[src/rtl/pulse_gen_pkg.sv]
// Shared types and default widths for the pulse generator.
package pulse_gen_pkg;

    typedef enum logic [1:0] {
        IDLE = 2'd0,
        HIGH = 2'd1,
        GAP  = 2'd2
    } state_t;

    localparam int unsigned LEN_W_DEF  = 8;
    localparam int unsigned GAP_W_DEF  = 8;
    localparam int unsigned PEND_W_DEF = 3;

    function automatic int unsigned max_w(input int unsigned a, input int unsigned b);
        return (a > b) ? a : b;
    endfunction

endpackage

[src/rtl/pulse_pend_ctr.sv]
// Saturating pending-trigger counter with sticky overflow flag.
module pulse_pend_ctr
    import pulse_gen_pkg::*;
#(
    parameter int unsigned PEND_W = PEND_W_DEF
) (
    input  logic              clk,
    input  logic              rst,
    input  logic              inc,
    input  logic              dec,
    input  logic              ovf_clr,
    output logic [PEND_W-1:0] cnt,
    output logic              ovf
);

    logic [PEND_W-1:0] cnt_q, cnt_d;
    logic              ovf_q, ovf_d;
    logic              drop;

    // Simultaneous inc and dec cancel; an inc at saturation is dropped.
    always_comb begin
        cnt_d = cnt_q;
        ovf_d = ovf_q;
        drop  = 1'b0;
        if (inc && !dec) begin
            if (cnt_q == '1) begin
                drop = 1'b1;
            end else begin
                cnt_d = cnt_q + PEND_W'(1);
            end
        end else if (dec && !inc && (cnt_q != '0)) begin
            cnt_d = cnt_q - PEND_W'(1);
        end
        if (drop) begin
            ovf_d = 1'b1;
        end else if (ovf_clr) begin
            ovf_d = 1'b0;
        end
    end

    always_ff @(posedge clk) begin
        if (rst) begin
            cnt_q <= '0;
            ovf_q <= 1'b0;
        end else begin
            cnt_q <= cnt_d;
            ovf_q <= ovf_d;
        end
    end

    assign cnt = cnt_q;
    assign ovf = ovf_q;

endmodule

[src/rtl/pulse_gen.sv]
// Stretches single-cycle triggers into programmable-width level pulses with a low gap.
module pulse_gen
    import pulse_gen_pkg::*;
#(
    parameter int unsigned LEN_W  = LEN_W_DEF,
    parameter int unsigned GAP_W  = GAP_W_DEF,
    parameter int unsigned PEND_W = PEND_W_DEF
) (
    input  logic              clk,
    input  logic              rst,
    input  logic              pulse_sig,
    input  logic [LEN_W-1:0]  cfg_len,
    input  logic [GAP_W-1:0]  cfg_gap,
    input  logic              cfg_retrig,
    input  logic              ovf_clr,
    output logic              sig,
    output logic              busy,
    output logic [PEND_W-1:0] pend_cnt,
    output logic              ovf
);

    localparam int unsigned CNT_W = max_w(LEN_W, GAP_W);

    state_t           state_q, state_d;
    logic [CNT_W-1:0] cnt_q, cnt_d;
    logic             sig_q, sig_d;
    logic             pend_inc, pend_dec;
    logic             q_trig, r_trig, have_pend;
    logic [CNT_W-1:0] len_m1, gap_m1;

    assign q_trig    = pulse_sig & ~cfg_retrig;
    assign r_trig    = pulse_sig &  cfg_retrig;
    // A queue-mode trigger on the dequeue edge is serviced immediately.
    assign have_pend = (pend_cnt != '0) || q_trig;
    assign len_m1    = (cfg_len == '0) ? '0 : CNT_W'(cfg_len - LEN_W'(1));
    assign gap_m1    = CNT_W'(cfg_gap - GAP_W'(1));

    always_comb begin
        state_d  = state_q;
        cnt_d    = cnt_q;
        sig_d    = sig_q;
        pend_inc = 1'b0;
        pend_dec = 1'b0;
        unique case (state_q)
            IDLE: begin
                if (pulse_sig) begin
                    state_d = HIGH;
                    sig_d   = 1'b1;
                    cnt_d   = len_m1;
                end
            end
            HIGH: begin
                pend_inc = q_trig;
                if (r_trig) begin
                    cnt_d = len_m1;
                end else if (cnt_q == '0) begin
                    if (cfg_gap != '0) begin
                        state_d = GAP;
                        sig_d   = 1'b0;
                        cnt_d   = gap_m1;
                    end else if (have_pend) begin
                        cnt_d    = len_m1;
                        pend_dec = 1'b1;
                    end else begin
                        state_d = IDLE;
                        sig_d   = 1'b0;
                    end
                end else begin
                    cnt_d = cnt_q - CNT_W'(1);
                end
            end
            GAP: begin
                pend_inc = q_trig;
                if (r_trig) begin
                    state_d = HIGH;
                    sig_d   = 1'b1;
                    cnt_d   = len_m1;
                end else if (cnt_q == '0) begin
                    if (have_pend) begin
                        state_d  = HIGH;
                        sig_d    = 1'b1;
                        cnt_d    = len_m1;
                        pend_dec = 1'b1;
                    end else begin
                        state_d = IDLE;
                    end
                end else begin
                    cnt_d = cnt_q - CNT_W'(1);
                end
            end
            default: begin
                state_d = IDLE;
                sig_d   = 1'b0;
            end
        endcase
    end

    always_ff @(posedge clk) begin
        if (rst) begin
            state_q <= IDLE;
            cnt_q   <= '0;
            sig_q   <= 1'b0;
        end else begin
            state_q <= state_d;
            cnt_q   <= cnt_d;
            sig_q   <= sig_d;
        end
    end

    pulse_pend_ctr #(
        .PEND_W (PEND_W)
    ) u_pend (
        .clk     (clk),
        .rst     (rst),
        .inc     (pend_inc),
        .dec     (pend_dec),
        .ovf_clr (ovf_clr),
        .cnt     (pend_cnt),
        .ovf     (ovf)
    );

    assign sig  = sig_q;
    assign busy = (state_q != IDLE);

endmodule

[config.mk]
export PLATFORM = sky130hd
export DESIGN_NAME = pulse_gen
export DESIGN_NICKNAME = d
export VERILOG_FILES = /design/src/rtl/pulse_gen_pkg.sv /design/src/rtl/pulse_pend_ctr.sv /design/src/rtl/pulse_gen.sv
export SDC_FILE = /design/constraint.sdc
export NUM_CORES = 1
export LEC_CHECK = 0
export BUFFER_PORTS_ARGS = -buffer_cell sky130_fd_sc_hd__buf_2
export CORE_MARGIN = 8
export CORE_UTILIZATION = 62
export CTS_CLUSTER_DIAMETER = 80
export CTS_CLUSTER_SIZE = 24
export DETAILED_ROUTE_END_ITERATION = 7
export PLACE_DENSITY = 0.86
export SLEW_MARGIN = 5
export SYNTH_ARGS = -nofsm -noshare
export SYNTH_HDL_FRONTEND = slang
export SYNTH_SLANG_ARGS = --single-unit
[constraint.sdc]
create_clock -name clk -period 6.6 [get_ports clk]
set_input_delay 1.32 -clock clk [delete_from_list [all_inputs] [get_ports clk]]
set_output_delay 1.32 -clock clk [all_outputs]
set_load 0.01 [all_outputs]
# Word level (Yosys, flattened, before mapping)
# Index checks and enable logic that the tools add are counted.
[op_classes]
bitwise_logic = 3
n_reduce_logical = 20
mux = 42
eq_ne = 10
n_addsub = 5
[op_table]
columns = ["op", "count"]
rows = [
  ["2-to-1 mux 8 bit", 8],
  ["one-hot mux 8 bit (3 select lines)", 1],
  ["subtractor 8 x 1 -> 8 bit, second input constant", 3],
  ["2-to-1 mux 1 bit", 20],
  ["logical NOT 8 bit", 2],
  ["2-to-1 mux 2 bit", 7],
  ["2-to-1 mux 3 bit", 3],
  ["inequality test 3 bit, second input constant", 3],
  ["inequality test 2 bit, second input constant", 4],
  ["nonzero test 8 bit", 1],
  ["one-hot mux 2 bit (3 select lines)", 1],
  ["AND reduction 6 bit", 1],
  ["nonzero test 2 bit", 3],
  ["nonzero test 3 bit", 2],
  ["AND reduction 5 bit", 1],
  ["AND reduction 2 bit", 2],
  ["adder 3 x 1 -> 3 bit, second input constant", 1],
  ["== test 3 bit, second input constant", 1],
  ["logical AND 1 bit", 3],
  ["one-hot mux 1 bit (3 select lines)", 1],
  ["subtractor 3 x 1 -> 3 bit, second input constant", 1],
  ["AND 1 bit", 2],
  ["== test 2 x 1 -> 1 bit, second input constant", 1],
  ["== test 2 bit, second input constant", 1],
  ["other kinds (6)", 7],
]
[word_totals]
output_inout_bits = 6
regBits = 15
wordCells = 85
in_bits = 21

# Depth between registers and ports, before layout
[depth]
word_depth = 12
mapped_depth = 9
ltp_nobuf = 9

# Hierarchy
# From an unflattened synthesis, not the netlist that was laid out.
[unflattened]
hier_cells = 222
hier_area_um2 = 1667.8
[by_module_without_submodules]
columns = ["mod", "instances", "area_per_inst_um2", "seq_area_each_um2", "cells_per_inst"]
rows = [
  ["pulse_gen", 1, 1390.1, 220.2, 186],
  ["pulse_pend_ctr", 1, 277.8, 80.1, 36],
]

# Worst setup path before layout
# No wires, ideal clock.
[synth_path]
path_type = "input-to-reg"
start = "input port cfg_gap[0]"
end = "register u_pend.cnt_q[2] (netlist: u_pend.cnt[2])"
path_slack_ps = 3385
path_stages = 9
arrival_ps = 3091
t_required_ps = 6477
path_buffers = 0
setup_ps = 123
path_cell_list = "inv_1 ha_1 nor4b_2 a31o_2 a21o_1 fa_1 nor3b_1 mux2i_1 mux2_1"
[synth_via]
elab_chain_cells = 9
elab_cells_between_ends = 13
cone_classes = "eq/ne (1); mux (5); reduce/logical (7)"
[synth_rtl]
columns = ["element", "line_no", "rtl"]
rows = [
  ["start, declared", "pulse_gen.sv:13", "input logic [GAP_W-1:0] cfg_gap,"],
  ["nonzero test 8 bit (*)", "pulse_gen.sv:57", "if (cfg_gap != '0) begin"],
  ["2-to-1 mux 1 bit (*)", "pulse_gen.sv:57", ""],
  ["2-to-1 mux 1 bit (*)", "pulse_gen.sv:56", "end else if (cnt_q == '0) begin"],
  ["2-to-1 mux 1 bit (*)", "pulse_gen.sv:54", "if (r_trig) begin"],
  ["one-hot mux 1 bit (2 select lines) (*)", "pulse_gen.sv:44", "unique case (state_q)"],
  ["logical NOT 1 bit or logical AND 1 bit (tied branches)", "pulse_pend_ctr.sv:25, pulse_pend_ctr.sv:31", ""],
  ["logical AND 1 bit (on tied branches)", "pulse_pend_ctr.sv:25, pulse_pend_ctr.sv:31", ""],
  ["inequality test 2 bit (no line) or nonzero test 2 bit (tied branches)", "--", ""],
  ["AND reduction 2 bit (no line)", "--", ""],
  ["end signal, assigned", "pulse_pend_ctr.sv:46", "cnt_q <= cnt_d;"],
  ["end, declared", "pulse_pend_ctr.sv:16", "logic [PEND_W-1:0] cnt_q, cnt_d;"],
]
# Every way passes the cells marked *; elsewhere a longest branch is shown, timed or not.
# A chain may end at the register's enable or synchronous reset.

# Final worst setup path
[layout_path]
start = "input port cfg_gap[0]"
end = "register u_pend.cnt_q[0] (netlist: u_pend.cnt[0])"
# Same word-level chain as after synthesis.

==> summary.md <==
| Metric | Value |
|---|---|
| Status | finished, final reports clean |
| Top fanout value on the critical path | 11 |
| First DRT Iteration DRCs | about 300 |
| Slew Viols, Final | 0 |
| Post-route ant nets | 0 |
| Die ar. | 5040 µm² |
| Top FF cell, synth | dfxtp_1 |
| Synthesized area per cell | around 8 µm² |
| Max Fclk | around 300 MHz |
| CTS Buf Count | 3 |
| Clk_skew | around 0.0041 ns |
| Core area | roughly 3000 µm² |
| MaxCap Viol Count | 0 |
| I/O pins | 27 |
| Latest clock arrival within the worst-skew pair | about 0.31 ns |
| Worst R2R Path Depth | 9 |
| Final Setup Violations | 0 |
| Hold_buf cts | 0 |
| CP Class | in2reg |
| Final TNS setup | 0 ns |
| Leakage | between 0.7 and 0.8 nW |
| Fillcell total | 258 |
| Initial Util | between 60% and 70% |
| VDD IR max | roughly 240 µV |
| Critical path endpoint | u_pend.cnt[0] |
| GP Congestion | 0.950 |
| Share of cells above drive strength 1 | about a fifth |
| Synthesized netlist net count | around 270 |
| HPWL Detailed | 4.20 mm |
| Pre-antenna DRT Iters | 6 |
| Vias in the first global route | 1968 |
| Asr flop ratio synth | 0% |
| Slew @ Worst Pin | around 1.1 ns |
| CTS clk-pin slew, worst paths | around 0.1 ns |
| Total grt overflow | 0 |
| Sequential fraction of the synthesis area | 16.0% |
| Flops & latches, synth | 15 |
| Hold Crit Class | reg2reg |
| Drt total wl | 5.61 mm |
| Critical Path RT | between 6 and 7 ns |
| DR vias | 2072 |
| Rel. slew slack | 27.5% |
| Final routed DRC violation total | 0 |
| Setup crit start | cfg_gap[0] |
| TritonCTS sink count | 15 |
| Worst reg2reg path endpoint | u_pend.cnt[2] |
| Synth Cell Area | around 1900 µm² |
| Initial antenna violation count | 0 |
| EDFF count, synth | 0 |
| GRT Resource Usage Total | approximately 22% |
| Row count | 20 |
| Setup bufs post-CTS | 0 |
| Critical Path End Type | register |
| Fin crit share | roughly 51% |
| Register area | approximately 300 µm² |
| Multi-input gate area | between 1500 and 2000 µm² |
| Global-route wire length before repair | approximately 9.1 mm |
| Root buf cell | clkbuf_4 |
| Clock Tree Buf Depth | 2 |
| Avg WL per Cell | around 19 µm |
| Htree depth | 1 |
| Width of the die | ~71 µm |
| Final Hold Violating Endpoints | 0 |
| R2R Path Start | cnt_q[0] |
| Overall die height | 71.0 µm |
| CTS tree | done |
| Final min period | 3.34 ns |
| Layout area overhead | 8.93% |
| Reg2reg setup slack | between 3 and 4 ns |
| Resized cells post-CTS | 0 |
| RSZ-0062 raised after global routing | false |
| Diodes inserted | 0 |
| Core Util, Final | between 60% and 70% |
| IO buf count | 26 |
| Syn. warnings | 0 |
| Startpoint class of the critical path | input pin |
| Vias per inst | 7.02 |
| Netlist cell types | between 60 and 70 |
| Fin nets | ~300 |
| Largest net degree at the start of global routing | 22 |
| Post-Synthesis Cells | 240 |
| Pwr dens | 348 nW/µm² |
| Worst path arrival time | 3.54 ns |
-- through the flow --
step	setup slack, ns	hold slack, ns	total power, mW	cell area (µm²)	instances
3_3_place_gp	3.06	0.467	0.626	2020	291
2_1_floorplan	3.39	0.493	0.523	1880	240
5_1_grt	3.18	0.513	0.763	2040	295
3_5_place_dp	3.00	0.463	0.637	2020	291
4_1_cts	3.31	0.478	0.695	2040	295
6_report	3.26	0.473	0.711	2040	295
-- synthesized netlist by cell type, types with 6 or more instances --
library cell  instances  area, µm²
or3_1                 7       43.8
nor3b_1               7       52.6
ha_1                 10        125
o21ai_0              11       55.1
a211oi_1              9       67.6
nand2_1              18       67.6
inv_1                10       37.5
dfxtp_1              15        300
a21oi_1              10       50.1
nor2_1               21       78.8
nor3_1               11       55.1
or4_1                 6       45.0
nand2b_1              6       37.5
clkbuf_1              7       26.3
-- placed cells by master, fill, tap and decap left out, types with 6 or more instances in the layout --
| cell type | synthesis | final |
|---|---|---|
| nor3b_1 | 7 | 7 |
| inv_1 | 10 | 10 |
| nand2_1 | 18 | 18 |
| a211oi_1 | 9 | 9 |
| a21oi_1 | 10 | 10 |
| dfxtp_1 | 15 | 15 |
| nand2b_1 | 6 | 6 |
| nor2_1 | 21 | 21 |
| or3_1 | 7 | 7 |
| buf_2 | 1 | 26 |
| o21ai_0 | 11 | 11 |
| nor3_1 | 11 | 11 |
| or4_1 | 6 | 6 |
| ha_1 | 10 | 10 |
-- critical path, cell delays in order --
cell,delay [ns]
buf_2,0.13
inv_1,0.05
ha_1,0.25
nor4b_2,0.19
a31oi_1,0.86
or4_1,0.24
o31a_1,0.17
mux2_1,0.33
-- where the power goes --
group / total [mW] / switching [mW] / internal, mW
logic: 0.478 / 0.288 / 0.190
clock network: 0.0599 / 0.0372 / 0.0226
registers: 0.173 / 0.0518 / 0.121
-- flip-flops by register name (all words and copies together) (netlist names) --
| signal | cells |
|---|---|
| cnt_q | 8 |
| state_q | 2 |
| sig | 1 |
| u_pend.cnt | 3 |
| u_pend.ovf | 1 |
-- logic make-up (layout without fill, tap and decap cells) --
logic type | Yosys count | in the layout | synth area share (%)
AOI/OAI and AO/OA | 74 | 74 | 30.5
xor gates and xnor gates | 9 | 9 | 4.20
adders and majority gates | 11 | 11 | 7.73
buffers and inverters | 18 | 40 | 3.67
DFF | 15 | 15 | 16.0
muxes | 7 | 7 | 4.00
and+or+nand+nor | 106 | 106 | 33.9
-- cell type report --
cell class              instances  share of cell area, %
repair buffers                 26                   6.36
clock inverters                 1                  0.245
inverters                      10                   1.84
clock buffers                   3                   1.10
multi-input cells             207                   73.7
flip-flops and latches         15                   14.7
well taps                      33                   2.02
-- how the worst min path moves through the flow --
stage | cells after the start | endpoint | start
4_1_cts | 2 | u_pend.ovf | u_pend.ovf
2_1_floorplan | 2 | u_pend.ovf | u_pend.ovf
5_1_grt | 2 | u_pend.ovf | u_pend.ovf
3_5_place_dp | 2 | u_pend.ovf | u_pend.ovf
6_report | 2 | u_pend.ovf | u_pend.ovf
3_3_place_gp | 2 | u_pend.ovf | u_pend.ovf
-- metal layers --
metal  track usage (%)  share of wire, %  vias to the layer above
li1                  -                 -                      975
met1              25.4                41                      957
met2              37.1                46                      116
met3              4.80               9.7                       24
met4              10.2               3.4                        0
met5                 0                 0                        -
(Power assumes the default switching activity.)
